==> src/rtl/dma_sched_if.sv <==
`default_nettype none
//============================================================================
// Module   : dma_sched_if
// Bundles the requester descriptor ports and the DMA engine handshake.
// Revision : 1.0
//============================================================================
interface dma_sched_if #(
    parameter int NUM_REQ = 4
);
    localparam int C_ID_W = $clog2(NUM_REQ);

    logic [NUM_REQ-1:0]    req_valid;
    logic [NUM_REQ-1:0]    req_ready;
    logic [NUM_REQ*64-1:0] req_src;
    logic [NUM_REQ*64-1:0] req_dst;
    logic [NUM_REQ*32-1:0] req_len;

    logic                  dma_start;
    logic [63:0]           dma_src;
    logic [63:0]           dma_dst;
    logic [31:0]           dma_len;
    logic                  dma_done;

    logic                  cpl_valid;
    logic [C_ID_W-1:0]     cpl_id;
    logic                  cpl_err;
    logic                  busy;

    // Scheduler side
    modport slave (
        input  req_valid, req_src, req_dst, req_len, dma_done,
        output req_ready, dma_start, dma_src, dma_dst, dma_len,
               cpl_valid, cpl_id, cpl_err, busy
    );

    // Requesters / engine side
    modport master (
        output req_valid, req_src, req_dst, req_len, dma_done,
        input  req_ready, dma_start, dma_src, dma_dst, dma_len,
               cpl_valid, cpl_id, cpl_err, busy
    );
endinterface
`default_nettype wire

==> src/rtl/dma_sched.sv <==
`default_nettype none
//============================================================================
// Module   : dma_sched
// Round-robin descriptor scheduler driving a single-outstanding DMA engine.
// Revision : 1.0
//============================================================================
module dma_sched #(
    parameter int NUM_REQ = 4,
    parameter int TIMEOUT = 1024
) (
    input  wire logic   clk,
    input  wire logic   rst_n,
    dma_sched_if.slave  bus
);
    localparam int C_ID_W  = $clog2(NUM_REQ);
    localparam int C_TMR_W = (TIMEOUT > 1) ? $clog2(TIMEOUT) : 1;
    localparam logic [C_TMR_W-1:0] C_TMR_LAST = C_TMR_W'(TIMEOUT - 1);
    localparam logic [C_ID_W-1:0]  C_LAST_RST = C_ID_W'(NUM_REQ - 1);

    typedef enum logic [1:0] {
        S_IDLE  = 2'd0,
        S_ISSUE = 2'd1,
        S_WAIT  = 2'd2,
        S_CPL   = 2'd3
    } state_t;

    state_t              r_state;
    logic [C_ID_W-1:0]   r_last_grant;
    logic [C_ID_W-1:0]   r_cur_id;
    logic [C_TMR_W-1:0]  r_timer;

    logic                w_grant_vld;
    logic [C_ID_W-1:0]   w_grant;

    // Walk from farthest to nearest so the requester closest after last_grant wins.
    always_comb begin
        logic [C_ID_W-1:0] idx;
        idx         = '0;
        w_grant_vld = 1'b0;
        w_grant     = '0;
        for (int k = NUM_REQ; k >= 1; k--) begin
            idx = C_ID_W'((int'(r_last_grant) + k) % NUM_REQ);
            if (bus.req_valid[idx]) begin
                w_grant_vld = 1'b1;
                w_grant     = idx;
            end
        end
    end

    always_comb begin
        bus.req_ready = '0;
        if (r_state == S_IDLE && w_grant_vld) begin
            bus.req_ready[w_grant] = 1'b1;
        end
    end

    always_ff @(posedge clk) begin
        if (!rst_n) begin
            r_state       <= S_IDLE;
            r_last_grant  <= C_LAST_RST;
            r_cur_id      <= '0;
            r_timer       <= '0;
            bus.dma_start <= 1'b0;
            bus.dma_src   <= '0;
            bus.dma_dst   <= '0;
            bus.dma_len   <= '0;
            bus.cpl_valid <= 1'b0;
            bus.cpl_id    <= '0;
            bus.cpl_err   <= 1'b0;
            bus.busy      <= 1'b0;
        end else begin
            bus.dma_start <= 1'b0;
            bus.cpl_valid <= 1'b0;
            bus.cpl_err   <= 1'b0;
            case (r_state)
                S_IDLE: begin
                    if (w_grant_vld) begin
                        bus.dma_src   <= bus.req_src[int'(w_grant)*64 +: 64];
                        bus.dma_dst   <= bus.req_dst[int'(w_grant)*64 +: 64];
                        bus.dma_len   <= bus.req_len[int'(w_grant)*32 +: 32];
                        r_cur_id      <= w_grant;
                        bus.dma_start <= 1'b1;
                        bus.busy      <= 1'b1;
                        r_state       <= S_ISSUE;
                    end
                end
                S_ISSUE: begin
                    r_timer <= '0;
                    r_state <= S_WAIT;
                end
                S_WAIT: begin
                    r_timer <= r_timer + 1'b1;
                    // Completion beats the timeout when both land together.
                    if (bus.dma_done) begin
                        bus.cpl_valid <= 1'b1;
                        bus.cpl_id    <= r_cur_id;
                        bus.cpl_err   <= 1'b0;
                        r_state       <= S_CPL;
                    end else if (r_timer == C_TMR_LAST) begin
                        bus.cpl_valid <= 1'b1;
                        bus.cpl_id    <= r_cur_id;
                        bus.cpl_err   <= 1'b1;
                        r_state       <= S_CPL;
                    end
                end
                S_CPL: begin
                    r_last_grant <= r_cur_id;
                    bus.busy     <= 1'b0;
                    r_state      <= S_IDLE;
                end
                default: begin
                    bus.busy <= 1'b0;
                    r_state  <= S_IDLE;
                end
            endcase
        end
    end
endmodule
`default_nettype wire

==> src/flat_wrapper.sv <==
// flat-port wrapper written by rule: the top's interface ports become plain ports
module dma_sched_flat 
#(
    parameter int NUM_REQ = 4,
    parameter int TIMEOUT = 1024
)
  (clk, rst_n, bus_req_valid, bus_req_src, bus_req_dst, bus_req_len, bus_dma_done, bus_req_ready, bus_dma_start, bus_dma_src, bus_dma_dst, bus_dma_len, bus_cpl_valid, bus_cpl_id, bus_cpl_err, bus_busy);
  dma_sched_if #(.NUM_REQ(NUM_REQ)) bus_i ();
  input  wire logic clk;
  input  wire logic rst_n;
  input wire logic [$bits(bus_i.req_valid)-1:0] bus_req_valid;
  input wire logic [$bits(bus_i.req_src)-1:0] bus_req_src;
  input wire logic [$bits(bus_i.req_dst)-1:0] bus_req_dst;
  input wire logic [$bits(bus_i.req_len)-1:0] bus_req_len;
  input wire logic [$bits(bus_i.dma_done)-1:0] bus_dma_done;
  output wire logic [$bits(bus_i.req_ready)-1:0] bus_req_ready;
  output wire logic [$bits(bus_i.dma_start)-1:0] bus_dma_start;
  output wire logic [$bits(bus_i.dma_src)-1:0] bus_dma_src;
  output wire logic [$bits(bus_i.dma_dst)-1:0] bus_dma_dst;
  output wire logic [$bits(bus_i.dma_len)-1:0] bus_dma_len;
  output wire logic [$bits(bus_i.cpl_valid)-1:0] bus_cpl_valid;
  output wire logic [$bits(bus_i.cpl_id)-1:0] bus_cpl_id;
  output wire logic [$bits(bus_i.cpl_err)-1:0] bus_cpl_err;
  output wire logic [$bits(bus_i.busy)-1:0] bus_busy;
  assign bus_i.req_valid = bus_req_valid;
  assign bus_i.req_src = bus_req_src;
  assign bus_i.req_dst = bus_req_dst;
  assign bus_i.req_len = bus_req_len;
  assign bus_i.dma_done = bus_dma_done;
  assign bus_req_ready = bus_i.req_ready;
  assign bus_dma_start = bus_i.dma_start;
  assign bus_dma_src = bus_i.dma_src;
  assign bus_dma_dst = bus_i.dma_dst;
  assign bus_dma_len = bus_i.dma_len;
  assign bus_cpl_valid = bus_i.cpl_valid;
  assign bus_cpl_id = bus_i.cpl_id;
  assign bus_cpl_err = bus_i.cpl_err;
  assign bus_busy = bus_i.busy;
  dma_sched #(.NUM_REQ(NUM_REQ), .TIMEOUT(TIMEOUT)) u_core (.clk(clk), .rst_n(rst_n), .bus(bus_i));
endmodule
==> config.mk <==
export PLATFORM = sky130hd
export DESIGN_NAME = dma_sched_flat
export DESIGN_NICKNAME = d
export VERILOG_FILES = /design/src/rtl/dma_sched_if.sv /design/src/rtl/dma_sched.sv /design/src/flat_wrapper.sv
export SDC_FILE = /design/constraint.sdc
export NUM_CORES = 1
export LEC_CHECK = 0
export ABC_AREA = 0
export BUFFER_PORTS_ARGS = -buffer_cell sky130_fd_sc_hd__clkbuf_2
export CAP_MARGIN = 20
export CORE_AREA = 2 2 316 318
export CTS_CLUSTER_SIZE = 30
export DETAILED_ROUTE_END_ITERATION = 16
export DIE_AREA = 0 0 318 320
export GPL_ROUTABILITY_DRIVEN = 1
export SETUP_SLACK_MARGIN = 0.2
export SLEW_MARGIN = 10
export SYNTH_ARGS = -nofsm -noshare
export SYNTH_HDL_FRONTEND = slang
export SYNTH_SLANG_ARGS = --single-unit
==> constraint.sdc <==
create_clock -name clk -period 1.7 [get_ports clk]
set_clock_uncertainty 0.1 [all_clocks]
set_input_delay 0.085 -clock clk [delete_from_list [all_inputs] [get_ports clk]]
set_output_delay 0.085 -clock clk [all_outputs]
set_load 0.05 [all_outputs]
==> impl_metrics.tcl, run 1 <==
set metrics [dict create \
    clkSinkCount 182 \
    worst_hold_slack_ns 0.05819 \
    synth_cell_types 37 \
    grtUsageTotal_pct 13.63 \
    synth_area_leaders "dfxtp_1, mux2i_1, o221ai_2" \
    ys.warnings.count 0 \
    yosys.area.top_type "dfxtp_1" \
    report.final.setup_viol 165 \
    violations "negative setup slack" \
    wl_met2_mm 36.30 \
    yosysSeqAreaShare_pct 31.98 \
    dp_hpwl_mm 48.93 \
    clkTransAtPathRegs_ns 0.09 \
    max_freq_mhz 436.2 \
    gp_congestion 0.9240 \
    synth-xor-area-share_pct 0.5380 \
    remaining_drc_errors 0 \
    drive_gt1_share_pct 54.38 \
    start_util_pct 11.63 \
    synth_seq_cells 182 \
    final_common_cell "clkbuf_2" \
    final_max_slew_viol_count 0 \
    min_period_over_period_pct 134.8 \
    seq_power_share_pct 22.5 \
    leakage_nw 11.91 \
    p_comb_share_pct 63.9 \
    synth_edf_count 0 \
    avgSynthCellArea_um2 11.28 \
    portBuffers 816 \
    ios 817 \
    die_h_um 320 \
    design.die.area_um2 101800 \
    synth_top_area_share_pct 31.98 \
    drt-met1-wl_mm 27.93 \
    cp.required_ns 1.98 \
    synth-simple-area-share_pct 7.763 \
    fp-row-count 115 \
    critPathArrivalTime_ns 2.57 \
    wl_met3_mm 6.310 \
    post_drt_wl_per_cell_um 19.20 \
    htree_levels 4 \
    final-hold-violation-count 0 \
    fin_crit_ns 2.292 \
    min_path_type "in2reg" \
    grt_pass1_vias 17070 \
    powerDensity_nw_per_um2 1156 \
    p_clk_share_pct 13.6 \
    grt_max_degree 39 \
    overflow 0 \
    slew_headroom_pct 72.38 \
    synthArstFlopShare_pct 0 \
    cts_tree "done" \
    design_area_um2 26710 \
    cp-end-kind "flip-flop" \
    worst_ir_drop_vdd_mv 0.7182 \
    netlist_instances 1010 \
    grt_pass1_wl_mm 103.9 \
    antenna_found_initial 16 \
    rsz0062_at_grt "true" \
    timing.max_cap.violations 0 \
    synth-main-ff-cell "dfxtp_1" \
    core_um2 97990 \
    drt-initial-drc-count 807 \
    placed_area_um2 17900 \
    worstMarginPinSlew_ns 0.4161 \
    final_antenna_net_count 0 \
    status "finished, violations left" \
    layout_common_cells "clkbuf_2, dlygate4sd3_1, dfxtp_1, nand2_1, o221ai_2" \
    cts_buffer_depth 2 \
    vias_per_cell 3.972 \
    synth_nets 1661 \
    finalWirelength_mm 75.30 \
    clkLatencyLatePin_ns 0.50 \
    crit_path_start_kind "flip-flop" \
    cts-root-buf "clkbuf_16" \
    power.net_switching_mw 15.24 \
    switching_share_pct 49.35 \
    fin_nets 3264 \
    power.internal_mw 15.64 \
    fillers 9808 \
    cts_made_buffers 17 \
    firstDrtPassIters 5 \
    worst_slack_ns -0.5924 \
    num_vias 15580 \
    synth_top_family_by_area "multiplexers" \
    cp_max_fo 8 \
    syn-cell-area_um2 11390 \
    synth-compound-area-share_pct 22.07 \
    top_layer "met5" \
    synthAdderAreaFrac_pct 0.4392 \
    critPathKind "reg2reg" \
    chipWidth_um 318 \
    synth_mux_area_share_pct 28.46 \
    area_delta_synth_final_pct 134.4 \
]
-- routing by layer --
layer / GRT usage, % / up-vias
met5: 0 / -
met4: 8.952 / 10
met3: 4.692 / 312
met2: 23.29 / 951
met1: 14.24 / 7228
li1: - / 7078
-- worst paths after layout --
check / startpoint / end / cells after the start / slack (ns)
setup / recovery: u_core.r_last_grant[0] / u_core.bus.dma_src[61] / 11 / -0.59
hold / removal: bus_req_src[34] / u_core.bus.dma_src[34] / 4 / 0.06
setup reg to reg: u_core.r_last_grant[0] / u_core.bus.dma_src[61] / 11 / -0.59
hold reg to reg: u_core.bus.dma_src[52] / u_core.bus.dma_src[52] / 2 / 0.37
-- sequential cells by signal, summed over array words and instances, names as in the netlist --
signal and cells:
u_core.r_cur_id 2, u_core.bus.busy 1, u_core.r_last_grant 2, u_core.r_state 2
u_core.bus.dma_src 64, u_core.bus.dma_len 32, u_core.bus.cpl_id 2, u_core.r_timer 10
u_core.bus.dma_dst 64, u_core.bus.cpl_valid 1, u_core.bus.cpl_err 1, u_core.bus.dma_start 1
-- stage by stage --
step / setup TNS [ns] / instances / util, % / power [mW] / setup slack, ns
final: -74.14 / 3922 / 27.26 / 30.88 / -0.5924
after global routing: -88.26 / 3917 / 27.25 / 32.08 / -0.6866
after CTS: -84.65 / 3891 / 25.88 / 29.37 / -0.6704
after detailed placement: -67.75 / 3205 / 18.26 / 23.26 / -0.6038
after global placement: -65.20 / 3205 / 18.26 / 23.19 / -0.5947
after floorplan: -9.713 / 1010 / - / 18.27 / -0.1285
-- worst max-delay path, cell delays in order, from the launching register on --
cell	delay, ns
dfxtp_2	0.34
inv_2	0.03
a22o_1	0.23
a211oi_4	0.27
buf_12	0.15
buf_4	0.12
buf_16	0.17
buf_12	0.16
buf_6	0.11
mux2i_1	0.20
buf_4	0.16
o221ai_2	0.10
-- Yosys cell counts (all sizes together), types with 5 or more instances --
library cell and n:
a21oi 9, buf 66, bufbuf 6, clkbuf 18
dfxtp 182, inv 7, mux2i 324, nand2 173
nand2b 5, nor2 21, nor3 5, o21ai 5
o221ai 160
-- layout make-up --
type	count	area [µm²]	share of cell area, %
tap	1287	1610	6.029
antenna	9	22.52	0.08432
clock inverter	15	136.4	0.5106
timing repair buffer	1674	12930	48.40
multi-input combinational	731	7903	29.59
inverter	7	31.28	0.1171
sequential	182	3654	13.68
clock buffer	17	425.4	1.593
-- power by group through the flow --
stage	registers, mW	clock network (mW)	logic [mW]
after floorplan	12.0	0	6.22
after global placement	6.91	0	16.3
after detailed placement	6.90	0	16.4
after CTS	6.84	4.43	18.1
after global routing	7.05	4.53	20.5
final	6.94	4.21	19.7
-- kinds of logic after synthesis --
group | Yosys count
adder cells (fa/ha/maj) | 4
flip-flops | 182
AO/OA/AOI/OAI | 179
multiplexers | 324
XOR/XNOR | 7
AND/OR/NAND/NOR | 217
buffers and inverters | 97
-- what timing repair did --
item	4_1_cts	5_1_grt
gates cloned	1	7
hold buffers	640	0
endpoints found under the hold margin	173	0
setup endpoints to repair	177	179
resized for setup	92	226
buffers inserted	13	15
pin swaps	5	25
No activity file was read; power rests on OpenSTA's default activity.
==> run 2, diff against run 1 <==
CELL_PAD_IN_SITES_DETAIL_PLACEMENT = 0   (was default)
CELL_PAD_IN_SITES_GLOBAL_PLACEMENT = 1   (was default)
CORE_AREA = 2 2 314 316   (was 2 2 316 318)
DIE_AREA = 0 0 316 318   (was 0 0 318 320)
PLACE_DENSITY_LB_ADDON = 0.1   (was default)
==> impl_metrics.tcl, run 2 (synthesis gave the netlist of run 1 again) <==
set metrics [dict create \
    report.final.setup_viol 165 \
    final_antenna_net_count 0 \
    cp_max_fo 6 \
    hp-start "bus_req_valid[0]" \
    grt_max_degree 24 \
    fin_cells 3929 \
    grtUsageTotal_pct 12.62 \
    drive_gt1_share_pct 57.89 \
    core_um2 97410 \
    utilization_pct 30.10 \
    htree_levels 4 \
    slowest_stage "dfxtp_2" \
    violations "negative setup slack" \
    critPathArrivalTime_ns 2.54 \
    holdPathStages 7 \
    cp.required_ns 1.99 \
    wl_met3_mm 4.195 \
    reg2reg_slack_ns -0.55 \
    power.net_switching_mw 15.75 \
    timing.max_cap.violations 0 \
    cp-end-kind "flip-flop" \
    p_clk_share_pct 14.3 \
    grt_pass1_vias 15980 \
    leakage_nw 12.36 \
    r2r-start "u_core.r_last_grant[0]" \
    worst_hold_slack_ns 0.2381 \
    top_layer "met5" \
    power.internal_mw 18.08 \
    path_cells "inv_2 -> a22o_1 -> a211oi_4 -> buf_4 -> buf_8 -> buf_16 -> buf_12 -> clkbuf_16 -> mux2i_4 -> o221ai_2" \
    wl_met2_mm 37.37 \
    clkTransAtPathRegs_ns 0.09 \
    min_path_type "in2reg" \
    reg2reg_depth 10 \
    die_h_um 318 \
    r2r-end "u_core.bus.dma_dst[60]" \
    chipWidth_um 316 \
    cts_made_buffers 17 \
    layout_common_cells "clkbuf_2, dlygate4sd3_1, mux2i_4, dfxtp_1, nand2_1" \
    p_total_mw 33.83 \
    crit_path_max_incr_delay_ns 0.34 \
    reg_top3 "u_core.bus.dma_dst (64), u_core.bus.dma_src (64), u_core.bus.dma_len (32)" \
    antenna_found_initial 2 \
    worstMarginPinSlew_ns 0.4248 \
    max_freq_mhz 443.6 \
    finalWirelength_mm 68.71 \
    final_max_slew_viol_count 0 \
    drt-initial-drc-count 381 \
    clkLatencyLatePin_ns 0.51 \
    remaining_drc_errors 0 \
    cts_buffer_depth 2 \
    placed_cells 3175 \
    ios 817 \
    crit_path_start_kind "flip-flop" \
    num_vias 14600 \
    dp_hpwl_mm 49.53 \
    worst_slack_ns -0.5545 \
    powerDensity_nw_per_um2 1154 \
    cts-root-buf "clkbuf_16" \
    final-hold-violation-count 0 \
    fin_nets 3279 \
    fin_crit_ns 2.255 \
    grt_pass1_wl_mm 94.76 \
    cts_tree "done" \
    portBuffers 816 \
    clkSinkCount 182 \
    critPathKind "reg2reg" \
    min_period_over_period_pct 132.6 \
    slew_headroom_pct 71.65 \
    status "finished, violations left" \
    whs_endpoint "u_core.r_state[0]" \
    worst_ir_drop_vdd_mv 0.5985 \
    post_drt_wl_per_cell_um 17.49 \
    area_delta_synth_final_pct 157.3 \
    design.die.area_um2 100500 \
    design_area_um2 29320 \
    switching_share_pct 46.55 \
    fp-row-count 115 \
    firstDrtPassIters 4 \
    gp_congestion 0.7632 \
    seq_power_share_pct 20.1 \
    rsz0062_at_grt "true" \
    final_common_cell "clkbuf_2" \
    drt-met1-wl_mm 25.15 \
    overflow 0 \
    placed_area_um2 17800 \
    start_util_pct 11.70 \
    p_comb_share_pct 65.6 \
    vias_per_cell 3.717 \
]
run 2: how the worst max path moves through the flow:
stage	start	to
6_report	u_core.r_last_grant[0]	u_core.bus.dma_dst[60]
5_1_grt	u_core.r_last_grant[0]	bus_req_ready[0]
4_1_cts	u_core.r_last_grant[0]	bus_req_ready[0]
3_5_place_dp	u_core.r_last_grant[0]	u_core.bus.dma_dst[1]
3_3_place_gp	u_core.r_last_grant[0]	u_core.bus.dma_dst[1]
2_1_floorplan	u_core.r_last_grant[0]	bus_req_ready[0]
run 2: layout make-up:
class                   instances  area [µm²]
fillers                      9940       68100
clock inverters                13       217.7
diodes                          1       2.502
multi-input cells             731        9432
flip-flops and latches        182        3656
inverters                       7       33.78
clock buffers                  19       432.9
repair buffers               1689       13930
well taps                    1287        1610
run 2: repair_timing:
item / in CTS / in global routing
hold buffers: 642 / 0
gates resized for setup: 173 / 433
setup buffers: 11 / 42
endpoints found under the hold margin: 176 / 0
cloned: 6 / 20
pin swaps: 12 / 39
endpoints found under the setup margin: 181 / 180
run 2: power groups by stage:
stage          sequential [mW]  clock (mW)  combinational [mW]
3_3_place_gp              6.86           0                16.9
6_report                  6.79        4.83                22.2
4_1_cts                   6.81        5.14                19.3
5_1_grt                   6.98        5.24                23.4
2_1_floorplan             12.0           0                6.22
3_5_place_dp              6.87           0                16.8
run 2: stage by stage:
step / setup WS (ns) / TNS [ns]
2_1_floorplan: -0.1285 / -9.713
3_3_place_gp: -0.5691 / -63.18
3_5_place_dp: -0.5917 / -66.77
4_1_cts: -0.6296 / -84.47
5_1_grt: -0.6635 / -93.90
6_report: -0.5545 / -77.46
run 2: critical path: cells and delay by family (launching register included):
kind                   cells  cell delay (ns)
AOI/OAI and AO/OA          3             0.60
buffers and inverters      6             0.80
DFF                        1             0.34
muxes                      1             0.26
run 2: per-layer routing:
metal / vias up / global-route usage, %
li1: 7125 / -
met1: 6864 / 12.59
met5: - / 0
met2: 519 / 24.37
met4: 2 / 4.571
met3: 93 / 3.593
